### src/rtl/sweep_pkg.sv
// Shared types and constants for the up/down sweep controller.
package sweep_pkg;

  // Controller states
  typedef enum logic [1:0] {
    IDLE   = 2'd0,
    RUN_UP = 2'd1,
    RUN_DN = 2'd2,
    DONE   = 2'd3
  } state_t;

  // Sweep mode encodings carried on the command channel
  localparam logic [1:0] MODE_UP  = 2'b00;
  localparam logic [1:0] MODE_DN  = 2'b01;
  localparam logic [1:0] MODE_TRI = 2'b10;
  localparam logic [1:0] MODE_RSV = 2'b11;

endpackage

### src/rtl/updn_sweep_ctrl_if.sv
// Sweep command channel: valid/ready handshake plus the command fields.
interface updn_sweep_ctrl_if #(
  parameter int CNT_WIDTH = 4,
  parameter int REP_WIDTH = 4
);

  logic                 valid;
  logic                 ready;
  logic [CNT_WIDTH-1:0] start;
  logic [CNT_WIDTH-1:0] limit;
  logic [1:0]           mode;
  logic [REP_WIDTH-1:0] reps;

  // Command source side
  modport master (
    output valid, start, limit, mode, reps,
    input  ready
  );

  // Controller side
  modport slave (
    input  valid, start, limit, mode, reps,
    output ready
  );

endinterface

### src/rtl/updn_ld_cnt.sv
// Loadable up/down counter; load wins over enable, arithmetic wraps.
module updn_ld_cnt #(
  parameter int CNT_WIDTH = 4
) (
  input  logic                 clk,
  input  logic                 rst,
  input  logic                 load,
  input  logic [CNT_WIDTH-1:0] load_val,
  input  logic                 en,
  input  logic                 up_dn,
  output logic [CNT_WIDTH-1:0] count
);

  localparam logic [CNT_WIDTH-1:0] CNT_ONE = CNT_WIDTH'(1);

  logic [CNT_WIDTH-1:0] count_reg;

  // Count register: reset to zero, load a new value, or step by one
  always_ff @(posedge clk) begin
    if (!rst) begin
      count_reg <= '0;
    end else if (load) begin
      count_reg <= load_val;
    end else if (en) begin
      count_reg <= up_dn ? (count_reg + CNT_ONE) : (count_reg - CNT_ONE);
    end
  end

  assign count = count_reg;

endmodule

### src/rtl/updn_sweep_ctrl.sv
// Sweep sequencer: accepts commands and steps the counter through up,
// down or repeated triangle sweeps, reporting busy/dir/done.
module updn_sweep_ctrl
  import sweep_pkg::*;
#(
  parameter int CNT_WIDTH = 4,
  parameter int REP_WIDTH = 4
) (
  input  logic                 clk,
  input  logic                 rst,
  updn_sweep_ctrl_if.slave     cmd,
  input  logic                 pause,
  input  logic                 abort,
  output logic [CNT_WIDTH-1:0] count,
  output logic                 dir,
  output logic                 busy,
  output logic                 done,
  output logic                 aborted,
  output logic                 err
);

  localparam logic [CNT_WIDTH-1:0] CNT_ONE = CNT_WIDTH'(1);
  localparam logic [REP_WIDTH-1:0] REP_ONE = REP_WIDTH'(1);

  state_t               state_reg, state_next;
  logic [CNT_WIDTH-1:0] lo_reg, lo_next;
  logic [CNT_WIDTH-1:0] hi_reg, hi_next;
  logic [1:0]           mode_reg, mode_next;
  logic [REP_WIDTH-1:0] reps_reg, reps_next;
  logic                 dir_reg, dir_next;
  logic                 done_reg, done_next;
  logic                 aborted_reg, aborted_next;
  logic                 err_reg, err_next;

  logic                 cnt_load;
  logic                 cnt_en;
  logic                 cnt_up;
  logic [CNT_WIDTH-1:0] cnt_val;
  logic [CNT_WIDTH-1:0] count_inc;
  logic [CNT_WIDTH-1:0] count_dec;

  updn_ld_cnt #(
    .CNT_WIDTH (CNT_WIDTH)
  ) u_cnt (
    .clk      (clk),
    .rst      (rst),
    .load     (cnt_load),
    .load_val (cmd.start),
    .en       (cnt_en),
    .up_dn    (cnt_up),
    .count    (cnt_val)
  );

  // Terminal tests look at the value the counter is about to take
  assign count_inc = cnt_val + CNT_ONE;
  assign count_dec = cnt_val - CNT_ONE;
  assign cnt_up    = (state_reg == RUN_UP);

  // Next-state logic: accept, step, turn around, finish or abort
  always_comb begin
    state_next   = state_reg;
    lo_next      = lo_reg;
    hi_next      = hi_reg;
    mode_next    = mode_reg;
    reps_next    = reps_reg;
    done_next    = 1'b0;
    aborted_next = 1'b0;
    err_next     = 1'b0;
    cnt_load     = 1'b0;
    cnt_en       = 1'b0;
    case (state_reg)
      IDLE: begin
        if (cmd.valid) begin
          cnt_load  = 1'b1;
          lo_next   = cmd.start;
          hi_next   = cmd.limit;
          mode_next = cmd.mode;
          reps_next = cmd.reps;
          // Empty sweeps and the reserved mode finish without stepping
          if ((cmd.mode == MODE_RSV) || (cmd.start == cmd.limit)) begin
            state_next = DONE;
            done_next  = 1'b1;
            err_next   = (cmd.mode == MODE_RSV);
          end else if (cmd.mode == MODE_DN) begin
            state_next = RUN_DN;
          end else begin
            state_next = RUN_UP;
          end
        end
      end
      RUN_UP: begin
        if (abort) begin
          state_next   = DONE;
          done_next    = 1'b1;
          aborted_next = 1'b1;
        end else if (!pause) begin
          cnt_en = 1'b1;
          if (count_inc == hi_reg) begin
            if (mode_reg == MODE_TRI) begin
              state_next = RUN_DN;
            end else begin
              state_next = DONE;
              done_next  = 1'b1;
            end
          end
        end
      end
      RUN_DN: begin
        if (abort) begin
          state_next   = DONE;
          done_next    = 1'b1;
          aborted_next = 1'b1;
        end else if (!pause) begin
          cnt_en = 1'b1;
          if (mode_reg == MODE_TRI) begin
            // Reaching the low turn point closes one triangle; a stored
            // repeat count of zero behaves like one
            if (count_dec == lo_reg) begin
              if (reps_reg <= REP_ONE) begin
                reps_next  = '0;
                state_next = DONE;
                done_next  = 1'b1;
              end else begin
                reps_next  = reps_reg - REP_ONE;
                state_next = RUN_UP;
              end
            end
          end else if (count_dec == hi_reg) begin
            state_next = DONE;
            done_next  = 1'b1;
          end
        end
      end
      DONE: begin
        state_next = IDLE;
      end
      default: begin
        state_next = IDLE;
      end
    endcase
  end

  // Direction follows the run state and is held everywhere else
  always_comb begin
    dir_next = dir_reg;
    if (state_next == RUN_UP) begin
      dir_next = 1'b1;
    end else if (state_next == RUN_DN) begin
      dir_next = 1'b0;
    end
  end

  // State and status registers
  always_ff @(posedge clk) begin
    if (!rst) begin
      state_reg   <= IDLE;
      lo_reg      <= '0;
      hi_reg      <= '0;
      mode_reg    <= MODE_UP;
      reps_reg    <= '0;
      dir_reg     <= 1'b1;
      done_reg    <= 1'b0;
      aborted_reg <= 1'b0;
      err_reg     <= 1'b0;
    end else begin
      state_reg   <= state_next;
      lo_reg      <= lo_next;
      hi_reg      <= hi_next;
      mode_reg    <= mode_next;
      reps_reg    <= reps_next;
      dir_reg     <= dir_next;
      done_reg    <= done_next;
      aborted_reg <= aborted_next;
      err_reg     <= err_next;
    end
  end

  assign cmd.ready = (state_reg == IDLE);
  assign count     = cnt_val;
  assign dir       = dir_reg;
  assign busy      = (state_reg != IDLE);
  assign done      = done_reg;
  assign aborted   = aborted_reg;
  assign err       = err_reg;

endmodule

### src/flat_wrapper.sv
// flat-port wrapper written by rule: the top's interface ports become plain ports
module updn_sweep_ctrl_flat import sweep_pkg::*;
#(
  parameter int CNT_WIDTH = 4,
  parameter int REP_WIDTH = 4
)
  (clk, rst, pause, abort, count, dir, busy, done, aborted, err, cmd_valid, cmd_start, cmd_limit, cmd_mode, cmd_reps, cmd_ready);
  updn_sweep_ctrl_if #(.CNT_WIDTH(CNT_WIDTH), .REP_WIDTH(REP_WIDTH)) cmd_i ();
  input  logic clk;
  input  logic rst;
  input  logic pause;
  input  logic abort;
  output logic [CNT_WIDTH-1:0] count;
  output logic dir;
  output logic busy;
  output logic done;
  output logic aborted;
  output logic err;
  input wire logic [$bits(cmd_i.valid)-1:0] cmd_valid;
  input wire logic [$bits(cmd_i.start)-1:0] cmd_start;
  input wire logic [$bits(cmd_i.limit)-1:0] cmd_limit;
  input wire logic [$bits(cmd_i.mode)-1:0] cmd_mode;
  input wire logic [$bits(cmd_i.reps)-1:0] cmd_reps;
  output wire logic [$bits(cmd_i.ready)-1:0] cmd_ready;
  assign cmd_i.valid = cmd_valid;
  assign cmd_i.start = cmd_start;
  assign cmd_i.limit = cmd_limit;
  assign cmd_i.mode = cmd_mode;
  assign cmd_i.reps = cmd_reps;
  assign cmd_ready = cmd_i.ready;
  updn_sweep_ctrl #(.CNT_WIDTH(CNT_WIDTH), .REP_WIDTH(REP_WIDTH)) u_core (.clk(clk), .rst(rst), .cmd(cmd_i), .pause(pause), .abort(abort), .count(count), .dir(dir), .busy(busy), .done(done), .aborted(aborted), .err(err));
endmodule
### config.mk
export PLATFORM = sky130hd
export DESIGN_NAME = updn_sweep_ctrl_flat
export DESIGN_NICKNAME = d
export VERILOG_FILES = /design/src/rtl/sweep_pkg.sv /design/src/rtl/updn_sweep_ctrl_if.sv /design/src/rtl/updn_ld_cnt.sv /design/src/rtl/updn_sweep_ctrl.sv /design/src/flat_wrapper.sv
export SDC_FILE = /design/constraint.sdc
export NUM_CORES = 1
export LEC_CHECK = 0
export CAP_MARGIN = 30
export CORE_MARGIN = 5
export CORE_UTILIZATION = 43
export CTS_CLUSTER_SIZE = 40
export DETAILED_ROUTE_END_ITERATION = 7
export PLACE_DENSITY = 0.72
export SYNTH_ARGS = -nofsm -noshare
export SYNTH_HDL_FRONTEND = slang
export SYNTH_HIERARCHICAL = 1
export SYNTH_SLANG_ARGS = --single-unit
### constraint.sdc
create_clock -name clk -period 2.9 [get_ports clk]
set_input_delay 0.29 -clock clk [delete_from_list [all_inputs] [get_ports clk]]
set_output_delay 0.29 -clock clk [all_outputs]
set_load 0.02 [all_outputs]
==> out/results.tsv, run 1 <==
metric	value	unit
status	finished clean	
post-cts-setup-buffers	0	
final_nets	253	
ys_seq_area_frac	0.302	
hold_buffers	0	
grt_pass1_wl	6290	um
yosysWarnings	6	
worstSetupEndpointType	flip-flop	
setup_tns	0	ps
grt_max_degree	21	
hp-class	reg -> reg	
vias	1373	
numCtsBuffers	3	
fmax	384	MHz
clk_pin_slew	80	ps
synth_seq_cells	24	
synth_top_area_share	0.302	
core	3630	um^2
num_rows	22	
critPathKind	reg -> reg	
leakagePower	0.000783	uW
switching_power	407	uW
die_h	70.8	um
fillCellCount	367	
critPathRequiredTime	3100	ps
cts.path.max_buffers	2	
syn_to_final_growth	24.1	%
peakVddDrop	268	uV
finalHoldWorstSlack	471	ps
crit_chain	inv_1 -> ha_1 -> xor2_1 -> nand3_1 -> or4b_4 -> a311oi_2 -> o211ai_1 -> maj3_2 -> nand2_1	
grt_pass1_vias	1328	
clkLatencyLatePin	260	ps
crit_slowest_cell	or4b_4	
dp_slack	405	ps
syn-instance-count	192	
first_iter_violations	80	
setup_ws	294	ps
p_sw_frac	0.369	
worst_slew_pin_slew	643	ps
slowest_delay	530	ps
die-area	5020	um^2
synthArstFlopShare	0	
setup_violations	0	
max_slew_margin	0.571	
postRouteAntennaNets	0	
drv_cap	0	
placed_cells	266	
hold_viol	0	
syn_area	1590	um^2
grt_overflow	0	
seqCellArea	480	um^2
die_width	70.8	um
cellPowerDensity	558	nW/um^2
p_int	695	uW
critical_path_arrival	2810	ps
cts_resized	0	
cts_tree	yes	
start_kind	flip-flop	
fin_crit_sh	0.898	
multi_input_area	1030	um^2
final_cells	269	
routed_via_density	5.10	
drive_above_1_share	0.0588	
seqPwrFrac	0.380	
rsz0062_at_grt	false	
dr.pass1.iters	4	
final.min_clock_period	2610	ps
synth_nets	222	
routed_wl	3640	um
clock-sinks	24	
fin_util	0.543	
wl_per_cell	13.5	um
synth_area_per_cell	8.29	um^2
grt_util_all_layers	0.155	
p_comb_frac	0.443	
htree_levels	1	
drcViolationCount	0	
cts_root_buf	clkbuf_8	
synth_top_area_cell	dfxtp_1	
maxSlewViolCount	0	
clkPwrFrac	0.177	
crit_fanout	8	
antenna_found_initial	0	
numPortBuffers	28	
ys.flop_type	dfxtp_1	
gp_congestion	0.821	
synthTopCellsByArea	dfxtp_1 (30%), ha_1 (7.9%), xnor2_1 (7.2%)	
ys_types	45	
dp_hpwl	2800	um
diodes	0	
ios	29	
synth_edf_count	0	
initial_core_util	0.438	
fin_skew	3.37	ps
power by group through the flow:
stage          clock network [uW]  logic, uW  registers [uW]
6_report                      195        489             419
5_1_grt                       217        540             426
4_1_cts                       202        489             418
3_5_place_dp                    0        484             425
3_3_place_gp                    0        477             425
2_1_floorplan                   0        320             436
cell usage in the layout, fill, tap and decap left out, types with 4 or more instances in the layout:
| cell type | count |
|---|---|
| a211oi_1 | 4 |
| o21ai_0 | 7 |
| a21boi_0 | 11 |
| nand3_1 | 4 |
| nor2b_1 | 4 |
| clkdlybuf4s50_1 | 28 |
| nor3_1 | 6 |
| nand2_1 | 29 |
| inv_1 | 15 |
| xnor2_1 | 13 |
| nor2_1 | 10 |
| a21oi_1 | 6 |
| xor2_1 | 6 |
| ha_1 | 10 |
| dfxtp_1 | 24 |
| and2_1 | 4 |
area by class of cell:
cell class,count,share of cell area
sequential,24,0.243
tap,48,0.0304
inverter,16,0.0304
multi-input combinational,147,0.522
timing repair buffer,31,0.153
clock buffer,3,0.0209
cells by family (layout without fill, tap and decap cells):
| group | count (synthesis) | after routing | synth area share |
|---|---|---|---|
| compound gates | 43 | 43 | 0.191 |
| xor+xnor | 21 | 21 | 0.129 |
| fa+ha+maj | 12 | 12 | 0.0983 |
| buf+inv | 21 | 50 | 0.0511 |
| flops | 24 | 24 | 0.302 |
| mux | 2 | 2 | 0.0126 |
| simple gates | 69 | 69 | 0.216 |
layer usage:
metal  share of wire  global-route usage
met5               0                   0
met4          0.0074              0.0564
met3           0.029              0.0199
met2            0.43               0.236
met1            0.53               0.225
path summary, 6_finish.rpt:
kind / start / slack (ps) / cells after the start / endpoint
max: u_core/u_cnt/count[1] / 290 / 9 / u_core/dir
min reg2reg: u_core/mode_reg[0] / 470 / 2 / u_core/mode_reg[0]
min: u_core/mode_reg[0] / 470 / 2 / u_core/mode_reg[0]
max reg2reg: u_core/u_cnt/count[1] / 290 / 9 / u_core/dir
worst max-delay path, delay by kind of cell (launching register included):
family / cells / cell delay (ps)
AOI/OAI and AO/OA: 2 / 430
xor gates and xnor gates: 1 / 190
adders and majority gates: 2 / 650
buffers and inverters: 1 / 80
DFF: 1 / 490
and+or+nand+nor: 3 / 710
cell usage after synthesis, types with 3 or more instances:
cell	number
ha_1	10
nor2_1	10
xor2_1	6
a211oi_1	4
and2_1	4
nor2b_1	4
a21oi_1	6
inv_1	15
nand3_1	4
o21ai_0	7
a21boi_0	11
dfxtp_1	24
a31oi_1	3
clkbuf_1	3
xnor2_1	13
nand2_1	29
nor3_1	6
stage by stage:
stage,power (uW),area [um^2]
after detailed placement,909,1930
after global placement,902,1930
after CTS,1110,1970
after floorplan,756,1590
final,1100,1970
after global routing,1180,1970
Power figures use the tool's default switching activity.
==> run 2, diff against run 1 <==
Settings changed: REMOVE_ABC_BUFFERS from default to 1.
==> out/results.tsv, run 2 (synthesis results as in run 1) <==
metric	value	unit
gp_congestion	0.862	
numPortBuffers	28	
die_width	70.8	um
diodes	0	
grt_pass1_vias	1359	
cellPowerDensity	560	nW/um^2
final_area	1980	um^2
clock-sinks	24	
dp_hpwl	2810	um
routed_wl	3700	um
drcViolationCount	0	
final_common_cell	nand2_1	
die_h	70.8	um
clkPwrFrac	0.178	
clk_pin_slew	80	ps
rsz0062_at_grt	false	
critical_path_arrival	2790	ps
worst-r2r-setup-slack	320	ps
status	finished clean	
fillCellCount	362	
maxSlewViolCount	0	
setup_violations	0	
p_comb_frac	0.446	
p_int	698	uW
syn_to_final_growth	24.5	%
routed_via_density	5.24	
final.min_clock_period	2580	ps
hp-start	u_core/mode_reg[1]	
clkLatencyLatePin	270	ps
peakVddDrop	193	uV
hold_viol	0	
start_kind	flip-flop	
crit_family	simple AND/OR/NAND/NOR gates	
critPathKind	reg -> reg	
p_sw_frac	0.371	
crit_chain	inv_1 -> ha_1 -> xor2_1 -> nand3_1 -> or4b_4 -> a311oi_2 -> o211ai_1 -> maj3_2 -> nand2_1	
crit_slowest_cell	or4b_4	
finalHoldWorstSlack	464	ps
slowest_delay	530	ps
die-area	5020	um^2
worst_slew_pin_slew	609	ps
ios	29	
hp-class	reg -> reg	
antenna_found_initial	0	
fmax	388	MHz
placed_cell_area	1940	um^2
drv_cap	0	
post-cts-setup-buffers	0	
hold_buffers	0	
seqPwrFrac	0.376	
grt_max_degree	21	
r2r_end	u_core/dir	
grt_util_all_layers	0.158	
htree_levels	1	
vias	1415	
r2r_start	u_core/u_cnt/count[1]	
worst-path-buf-inv	1	
layout_common_cells	nand2_1 (29), clkdlybuf4s50_1 (28), dfxtp_1 (24)	
core	3630	um^2
whs_path_depth	2	
fin_skew	3.37	ps
numCtsBuffers	3	
cts_resized	0	
crit_fanout	8	
power	1110	uW
reg2reg_depth	9	
initial_core_util	0.438	
wl_per_cell	13.7	um
first_iter_violations	81	
critPathRequiredTime	3120	ps
cts_tree	yes	
final_nets	254	
num_rows	22	
leakagePower	0.000787	uW
max_slew_margin	0.593	
hold_end	u_core/mode_reg[1]	
grt_pass1_wl	6400	um
postRouteAntennaNets	0	
worstSetupEndpointType	flip-flop	
cts.path.max_buffers	2	
setup_tns	0	ps
dr.pass1.iters	4	
grt_overflow	0	
drive_above_1_share	0.0631	
fin_util	0.545	
fin_crit_sh	0.889	
cts_root_buf	clkbuf_8	
switching_power	411	uW
[run 2: worst max-delay path by stage]
stage	start	endpoint	slack (ps)	cells past startpoint
2_1_floorplan	u_core/u_cnt/count[0]	u_core/dir	320	9
3_3_place_gp	u_core/u_cnt/count[1]	u_core/dir	440	9
3_5_place_dp	u_core/u_cnt/count[1]	u_core/dir	370	9
4_1_cts	u_core/u_cnt/count[1]	u_core/dir	320	9
5_1_grt	u_core/u_cnt/count[1]	u_core/dir	120	9
6_report	u_core/u_cnt/count[1]	u_core/dir	320	9
[run 2: area by class of cell]
| class | count | area (um^2) | area share |
|---|---|---|---|
| multi-input combinational | 147 | 1030 | 0.520 |
| sequential | 24 | 480 | 0.242 |
| timing repair buffer | 32 | 310 | 0.157 |
| inverter | 16 | 60.1 | 0.0303 |
| tap | 48 | 60.1 | 0.0303 |
| clock buffer | 3 | 41.3 | 0.0208 |
[run 2: through the flow]
stage | instances | setup WS [ps]
final | 270 | 321
after global routing | 270 | 123
after CTS | 270 | 316
after detailed placement | 267 | 367
after global placement | 267 | 444
after floorplan | 187 | 324
[run 2: metal layers]
metal  share of wire  wire [um]  track usage  vias up
li1                -          -            -      718
met1            0.50       1850        0.220      654
met2            0.44       1610        0.235       38
met3           0.051        189       0.0355        5
met4           0.014         51       0.0647        0
met5               0          0            0        -
[run 2: worst register-to-register path, delay by kind of cell, from the launching register on]
family,cells,cell delay (ps)
compound gates,2,450
xor+xnor,1,150
fa+ha+maj,2,650
buf+inv,1,80
flops,1,480
simple gates,3,700
[run 2: power groups by stage]
stage | Combinational (uW) | Sequential, uW | Clock, uW
detailed placement | 490 | 425 | 0
CTS | 496 | 417 | 206
global placement | 488 | 425 | 0
global route | 550 | 425 | 215
finish | 495 | 417 | 197
floorplan | 313 | 436 | 0
